File: src/rtl/pop_acc_thresh_pkg.sv
// Shared types, default widths and width helpers for the
// popcount accumulate-and-threshold stage.
package pop_acc_pkg;

    typedef enum logic {
        ACC,
        HOLD
    } state_t;

    localparam int POP_W_DEF     = 10;
    localparam int ACC_W_DEF     = 16;
    localparam int BEATS_MAX_DEF = 64;

    function automatic int pop_width(input int pop_size);
        return $clog2(pop_size + 1);
    endfunction

    function automatic int cnt_width(input int beats_max);
        return $clog2(beats_max + 1);
    endfunction

endpackage

File: src/rtl/pop_acc_thresh_if.sv
// Popcount beat channel in, activation result channel out.
// master drives beats and accepts results; slave is the accumulator.
interface pop_acc_thresh_if
    import pop_acc_pkg::*;
#(
    parameter int POP_W = POP_W_DEF,
    parameter int ACC_W = ACC_W_DEF
);
    logic             pop_valid;
    logic             pop_ready;
    logic [POP_W-1:0] pop_in;
    logic             pop_last;
    logic [ACC_W-1:0] thr;
    logic             act_valid;
    logic             act_ready;
    logic             act_bit;
    logic [ACC_W-1:0] act_sum;
    logic             act_sat;
    logic             act_forced;

    modport master (
        output pop_valid, pop_in, pop_last, thr, act_ready,
        input  pop_ready, act_valid, act_bit, act_sum,
        input  act_sat, act_forced
    );

    modport slave (
        input  pop_valid, pop_in, pop_last, thr, act_ready,
        output pop_ready, act_valid, act_bit, act_sum,
        output act_sat, act_forced
    );

endinterface

File: src/rtl/pop_acc_thresh_sat_add.sv
// Saturating accumulator adder: a + zero-extended b, clamped
// to all-ones on carry out of ACC_W bits.
module pop_sat_add #(
    parameter int POP_W = 10,
    parameter int ACC_W = 16
) (
    input  logic [ACC_W-1:0] a,
    input  logic [POP_W-1:0] b,
    output logic [ACC_W-1:0] sum,
    output logic             ovf
);
    logic [ACC_W:0] raw;

    always_comb begin
        raw = {1'b0, a} + (ACC_W+1)'(b);
        ovf = raw[ACC_W];
        sum = ovf ? '1 : raw[ACC_W-1:0];
    end

endmodule

File: src/rtl/pop_acc_thresh.sv
// Accumulates per-chunk popcounts of one neuron, thresholds the
// group total and emits one activation bit plus the raw sum.
module pop_acc_thresh
    import pop_acc_pkg::*;
#(
    parameter int POP_W     = pop_width(576),
    parameter int ACC_W     = ACC_W_DEF,
    parameter int BEATS_MAX = BEATS_MAX_DEF
) (
    input  logic           clk,
    input  logic           rst_n,
    pop_acc_thresh_if.slave bus
);
    localparam int CNT_W = cnt_width(BEATS_MAX);

    state_t           state_q;
    state_t           state_d;
    logic [ACC_W-1:0] acc_q;
    logic [ACC_W-1:0] thr_q;
    logic [CNT_W-1:0] cnt_q;
    logic             sat_q;

    logic [ACC_W-1:0] add_sum;
    logic             add_ovf;
    logic [ACC_W-1:0] sum_now;
    logic [ACC_W-1:0] thr_now;
    logic [CNT_W-1:0] cnt_now;
    logic             sat_now;
    logic             first;
    logic             full;
    logic             pop_ready;
    logic             accept;
    logic             closing;

    logic             act_bit_q;
    logic [ACC_W-1:0] act_sum_q;
    logic             act_sat_q;
    logic             act_forced_q;

    pop_sat_add #(
        .POP_W(POP_W),
        .ACC_W(ACC_W)
    ) u_add (
        .a  (acc_q),
        .b  (bus.pop_in),
        .sum(add_sum),
        .ovf(add_ovf)
    );

    // A result waiting in HOLD only blocks beats while act_ready is low.
    assign pop_ready = rst_n & ((state_q == ACC) | bus.act_ready);
    assign accept    = bus.pop_valid & pop_ready;

    always_comb begin
        first   = (cnt_q == '0);
        sum_now = first ? ACC_W'(bus.pop_in) : add_sum;
        sat_now = ~first & (sat_q | add_ovf);
        thr_now = first ? bus.thr : thr_q;
        cnt_now = first ? CNT_W'(1) : cnt_q + 1'b1;
        full    = (cnt_now == CNT_W'(BEATS_MAX));
        closing = accept & (bus.pop_last | full);
    end

    always_comb begin
        state_d = state_q;
        unique case (state_q)
            ACC:     if (closing) state_d = HOLD;
            HOLD:    if (bus.act_ready & ~closing) state_d = ACC;
            default: state_d = ACC;
        endcase
    end

    always_ff @(posedge clk or negedge rst_n) begin
        if (!rst_n) state_q <= ACC;
        else        state_q <= state_d;
    end

    always_ff @(posedge clk or negedge rst_n) begin
        if (!rst_n) begin
            acc_q        <= '0;
            thr_q        <= '0;
            cnt_q        <= '0;
            sat_q        <= 1'b0;
            act_bit_q    <= 1'b0;
            act_sum_q    <= '0;
            act_sat_q    <= 1'b0;
            act_forced_q <= 1'b0;
        end else begin
            if (accept) begin
                thr_q <= thr_now;
                if (closing) begin
                    acc_q <= '0;
                    cnt_q <= '0;
                    sat_q <= 1'b0;
                end else begin
                    acc_q <= sum_now;
                    cnt_q <= cnt_now;
                    sat_q <= sat_now;
                end
            end
            if (closing) begin
                act_sum_q    <= sum_now;
                act_bit_q    <= (sum_now >= thr_now);
                act_sat_q    <= sat_now;
                act_forced_q <= full & ~bus.pop_last;
            end
        end
    end

    assign bus.pop_ready  = pop_ready;
    assign bus.act_valid  = (state_q == HOLD);
    assign bus.act_bit    = act_bit_q;
    assign bus.act_sum    = act_sum_q;
    assign bus.act_sat    = act_sat_q;
    assign bus.act_forced = act_forced_q;

endmodule

File: src/flat_wrapper.sv
// flat-port wrapper written by rule: the top's interface ports become plain ports
module pop_acc_thresh_flat import pop_acc_pkg::*;
#(
    parameter int POP_W     = pop_width(576),
    parameter int ACC_W     = ACC_W_DEF,
    parameter int BEATS_MAX = BEATS_MAX_DEF
)
  (clk, rst_n, bus_pop_valid, bus_pop_in, bus_pop_last, bus_thr, bus_act_ready, bus_pop_ready, bus_act_valid, bus_act_bit, bus_act_sum, bus_act_sat, bus_act_forced);
  pop_acc_thresh_if #(.POP_W(POP_W), .ACC_W(ACC_W)) bus_i ();
  input  logic clk;
  input  logic rst_n;
  input wire logic [$bits(bus_i.pop_valid)-1:0] bus_pop_valid;
  input wire logic [$bits(bus_i.pop_in)-1:0] bus_pop_in;
  input wire logic [$bits(bus_i.pop_last)-1:0] bus_pop_last;
  input wire logic [$bits(bus_i.thr)-1:0] bus_thr;
  input wire logic [$bits(bus_i.act_ready)-1:0] bus_act_ready;
  output wire logic [$bits(bus_i.pop_ready)-1:0] bus_pop_ready;
  output wire logic [$bits(bus_i.act_valid)-1:0] bus_act_valid;
  output wire logic [$bits(bus_i.act_bit)-1:0] bus_act_bit;
  output wire logic [$bits(bus_i.act_sum)-1:0] bus_act_sum;
  output wire logic [$bits(bus_i.act_sat)-1:0] bus_act_sat;
  output wire logic [$bits(bus_i.act_forced)-1:0] bus_act_forced;
  assign bus_i.pop_valid = bus_pop_valid;
  assign bus_i.pop_in = bus_pop_in;
  assign bus_i.pop_last = bus_pop_last;
  assign bus_i.thr = bus_thr;
  assign bus_i.act_ready = bus_act_ready;
  assign bus_pop_ready = bus_i.pop_ready;
  assign bus_act_valid = bus_i.act_valid;
  assign bus_act_bit = bus_i.act_bit;
  assign bus_act_sum = bus_i.act_sum;
  assign bus_act_sat = bus_i.act_sat;
  assign bus_act_forced = bus_i.act_forced;
  pop_acc_thresh #(.POP_W(POP_W), .ACC_W(ACC_W), .BEATS_MAX(BEATS_MAX)) u_core (.clk(clk), .rst_n(rst_n), .bus(bus_i));
endmodule
File: config.mk
export PLATFORM = sky130hd
export DESIGN_NAME = pop_acc_thresh_flat
export DESIGN_NICKNAME = d
export VERILOG_FILES = /design/src/rtl/pop_acc_thresh_pkg.sv /design/src/rtl/pop_acc_thresh_if.sv /design/src/rtl/pop_acc_thresh_sat_add.sv /design/src/rtl/pop_acc_thresh.sv /design/src/flat_wrapper.sv
export SDC_FILE = /design/constraint.sdc
export NUM_CORES = 1
export LEC_CHECK = 0
export ABC_AREA = 1
export CORE_AREA = 2 2 87 89
export DETAILED_ROUTE_END_ITERATION = 7
export DIE_AREA = 0 0 89 91
export MAX_ROUTING_LAYER = met4
export PLACE_DENSITY = 0.82
export SYNTH_ARGS = -nofsm -noshare
export SYNTH_HDL_FRONTEND = slang
export SYNTH_SLANG_ARGS = --single-unit
File: constraint.sdc
create_clock -name clk -period 5.4 [get_ports clk]
set_input_delay 1.08 -clock clk [delete_from_list [all_inputs] [get_ports clk]]
set_output_delay 1.08 -clock clk [all_outputs]
set_load 0.01 [all_outputs]
Word level (Yosys, flattened, before mapping). Index checks and enable logic that the tools add are counted.

Flip-flop bits (word level): 60. Input bits: 31. Output and inout port bits: 21. Logic and storage cells: 37.

$add $sub $neg: 2. Order comparisons: 1. Equality and inequality tests: 1. Muxes and demuxes: 10. Bitwise gates (word level): 13. Reduce and logical (&&, ||, !) cells: 1.

Operators by type and width (number): 16-bit 2-to-1 mux (4); 16-bit by 10-bit adder with 17-bit output (1); 16-bit >= comparator (1); 7-bit 2-to-1 mux (2); 7-bit by 1-bit adder with 7-bit output (second input constant) (1); 7-bit equality test (second input constant) (1); 7-bit logical NOT (1); 1-bit AND (6); 1-bit inverter (4); 1-bit 2-to-1 mux (3); 1-bit OR (3); 1-bit one-hot mux with 2 select lines (1).

Longest topological paths before layout.
Depth after elaboration: 9. Depth in mapped cells: 22. Depth with buffers taken out: 22.

By module. A second synthesis with hierarchy kept.

Cell total of the unflattened synthesis: 595. Area, all modules: 4275.4 sq um.

By module, submodules not included: pop_acc_thresh (instances 1, cells an instance 413, area an instance 3350.7 sq um, seq. area each 1501.4 sq um); pop_sat_add (instances 1, cells an instance 182, area an instance 924.6 sq um, seq. area each 0.0 sq um).

Least setup slack after synthesis. OpenSTA, ideal clock, no wires.

Path type: input port to flip-flop. From: input port bus_pop_in[0]. To: register u_core.act_bit_q (netlist: u_core.bus.act_bit). Setup time: 0.116 ns. Arrival time: 3.374 ns. Data required time: 5.284 ns. Path slack: 1.910 ns. Stages on the path: 18. Path buffers: 0. Path through: ha_1 -> fa_1 -> nand3_1 -> nand3_1 -> nand2_1 -> nand2_1 -> nand2_1 -> nand2_1 -> nor2_2 -> a21boi_0 -> ha_1 -> a21oi_1 -> o21a_1 -> nand2_1 -> nand2_1 -> nand3_1 -> nand2_1 -> nand2_1.

Word-level cells in the longest chain between the ends: 4.

Ends and longest elaborated chain: from (decl) (line flat_wrapper.sv:13) `input wire logic [$bits(bus_i.pop_in)-1:0] bus_pop_in;`; 16-bit by 10-bit adder with 17-bit output (line pop_acc_thresh_sat_add.sv:15) `raw = {1'b0, a} + (ACC_W+1)'(b);`; 16-bit 2-to-1 mux (line pop_acc_thresh_sat_add.sv:17) `sum = ovf ? '1 : raw[ACC_W-1:0];`; 16-bit 2-to-1 mux (line pop_acc_thresh.sv:56) `sum_now = first ? ACC_W'(bus.pop_in) : add_sum;`; net u_core.sum_now[7] (line pop_acc_thresh.sv:25) `logic [ACC_W-1:0] sum_now;`; 16-bit >= comparator (line pop_acc_thresh.sv:103) `act_bit_q <= (sum_now >= thr_now);`; to (signal assigned) (line pop_acc_thresh.sv:103); to (decl) (line pop_acc_thresh.sv:35) `logic act_bit_q;`.

The timed path passes the listed nets, and every way through them passes these cells. A chain may end at the register's enable or synchronous reset.

Final worst setup path. Same ends and word-level chain as after synthesis.

==> results.py <==
metrics = {
    "detailed_routing": {
        "drc": 0,
        "viasPerCell": 5.569,
        "wirelength_mm": 11.44,
        "first_iter_violations": 236,
        "dr.pass1.iters": 7,
        "vias": 4021,
        "wire_per_inst_um": 15.84,
        "ant_nets": 0,
    },
    "clocking": {
        "insertion_delay_ns": 0.35,
        "cts_buffers": 9,
        "cts_setup_buffers": 0,
        "cts_sinks": 60,
        "cts_tree": "done",
        "cts_resized": 0,
        "clkTransAtPathRegs_ns": 0.07,
        "cts_root_buf": "clkbuf_8",
        "cts_htree_levels": 3,
        "cts_hold_buf": 0,
        "clockBufferDepth": 2,
    },
    "timing": {
        "setup_violations": 0,
        "fmax_mhz": 247.3,
        "grt_setup_unrepaired": "no",
        "slew_headroom": 0.4623,
        "finalHoldViolations": 0,
        "drv_slew": 0,
        "final.setup.worst_slack_ns": 1.356,
        "layout_min_cycle_time_ns": 4.044,
        "finalClockSkew_ns": 0.008511,
        "setup_tns_ns": 0,
        "worst_pin_slew_ns": 0.8066,
        "finalCritPeriodShare": 0.7488,
    },
    "die": {
        "fp.dieH_um": 91,
        "core_area_um2": 7137,
        "initial_core_util": 0.5856,
        "die_x_um": 89,
        "dieArea_um2": 8099,
        "rows": 31,
        "ios": 52,
    },
    "pwr": {
        "p_total_w": 0.002262,
        "leakage_nw": 2.593,
        "power.density_nw_per_um2": 457.4,
        "ir_drop_uv": 321.3,
    },
    "yosys": {
        "syn-cell-area_um2": 4179,
        "synth_area_per_cell_um2": 7.332,
        "ys_ff_latch": 60,
        "synth.area.top_cells": "dfrtp_1 36%, nand2_1 17%, ha_1 8.4%",
        "ys.flop_type": "dfrtp_1",
        "syn-num-nets": 630,
        "ys_seq_area_frac": 0.3593,
        "synth_edf_count": 0,
        "ys_warn_count": 0,
        "syn_inst": 570,
        "synth_cell_types": 34,
        "synth_top_area_cell": "dfrtp_1",
        "synth_top_area_share": 0.3593,
        "async_flop_share": 1.000,
    },
    "final_layout": {
        "final_common_cell": "nand2_1",
        "syn_to_final_growth_pct": 18.32,
        "final_cell_mix": "187 x nand2_1, 67 x nand3_1, 60 x dfrtp_1, 59 x inv_1, 50 x clkdlybuf4s50_1",
        "fillCellCount": 617,
        "antenna_cells": 0,
        "drive_gt1_frac": 0.08507,
        "post-route-util": 0.6928,
        "nNetsFinal": 679,
    },
    "worst_setup_path": {
        "cpPeakStageDelay_ns": 0.46,
        "start_kind": "primary input",
        "rrSetupSlack_ns": 2.02,
        "worstPathMaxFanout": 9,
        "path_cells": "clkdlybuf4s50_1, ha_1, fa_1, nand3_1, nand3_1, nand2_1, nand2_1, nand2_1, nand2_1, nor2_2, a21boi_0, ha_1, a21oi_1, o21ai_0, a21oi_1, nand3_1, nand2_1, nand2_1",
        "arrival_ns": 4.28,
        "end_kind": "flop",
        "slowest_stage": "fa_1",
        "required_ns": 5.64,
        "cp_common_cell": "nand2_1",
        "criticalPathCategory": "primary input to flop",
    },
    "place": {
        "dp_hpwl_mm": 8.381,
        "port-buffer-count": 51,
        "dp_worst_setup_slack_ns": 1.062,
        "gp_congestion": 0.9135,
    },
    "job": {
        "timing.max_cap.violations": 0,
    },
    "grt": {
        "grt_pass1_vias": 4081,
        "grt_max_degree": 61,
        "grtUsageTotal": 0.3113,
        "grt_first_pass_wirelength_mm": 19.00,
        "grt_overflow": 0,
        "antenna_found_initial": 0,
    },
    "status": {
        "status": "finished clean",
    },
    "min_path": {
        "hp-class": "flop to flop",
    },
}
routing by layer:
| metal | share of wire | global-route usage | vias to the layer above |
|---|---|---|---|
| li1 | - | - | 1955 |
| met1 | 0.44 | 0.3950 | 1908 |
| met2 | 0.49 | 0.5037 | 123 |
| met3 | 0.047 | 0.04545 | 35 |
| met4 | 0.027 | 0.1132 | 0 |
| met5 | 0 | - | - |
state kept, by name (all words and copies together) (netlist names):
signal and count:
u_core.bus.act_sat 1, u_core.cnt_q 7, u_core.bus.act_bit 1, u_core.thr_q 16, u_core.bus.act_valid 1, u_core.bus.act_sum 16, u_core.acc_q 16, u_core.bus.act_forced 1
u_core.sat_q 1
final cells by class:
cell class              instances  area (µm²)  share of cell area
clock buffers                  12       165.2             0.03340
clock inverters                 3       45.04            0.009109
inverters                      63       236.5             0.04782
multi-input cells             431        2345              0.4742
flip-flops and latches         60        1501              0.3036
well taps                      99       123.9             0.02505
repair buffers                 54       528.0              0.1068
per-stage QoR:
step	std cells	instance area, µm²	hold slack, ns
floorplan	570	4179	0.4479
global placement	707	4735	0.4654
detailed placement	707	4735	0.4719
CTS	722	4945	0.4915
global route	722	4945	0.5070
finish	722	4945	0.4872
worst max-delay path: cells and delay by family:
kind            cells  cell delay (ns)
compound gates      4             0.55
fa+ha+maj           3             1.06
buf+inv             1             0.42
simple gates       10             1.16
cell usage after synthesis, types with 10 or more instances:
cell and number:
dfrtp_1 60, nor2_1 27, a21oi_1 12, nand2_1 187
or2_2 10, mux2i_1 15, inv_1 59, nand3_1 67
o21ai_0 31, ha_1 28, nand3_2 11
cells by family after synthesis:
kind of cell / share of synthesized area
xor gates and xnor gates: 0.01258
buffers and inverters: 0.07964
adders and majority gates: 0.08862
muxes: 0.03593
DFF: 0.3593
AOI/OAI and AO/OA: 0.08144
and+or+nand+nor: 0.3425
final timing paths:
kind,end,from,cells after the start
worst min-delay path,u_core.thr_q[12],u_core.thr_q[12],2
worst max register to register,u_core.bus.act_bit,u_core.cnt_q[0],15
worst max-delay path,u_core.bus.act_bit,bus_pop_in[0],18
worst min register to register,u_core.thr_q[12],u_core.thr_q[12],2
max in group asynchronous,u_core.acc_q[11],rst_n,2
min in group asynchronous,u_core.cnt_q[0],rst_n,2
report_power, final:
| part | total (W) | internal, W | switching (W) |
|---|---|---|---|
| combinational | 0.00115 | 0.000466 | 0.000685 |
| sequential | 0.000666 | 0.000579 | 0.0000877 |
| clock | 0.000445 | 0.000249 | 0.000196 |
| total | 0.00226 | 0.00129 | 0.000969 |
No activity file was read; power rests on OpenSTA's default activity.
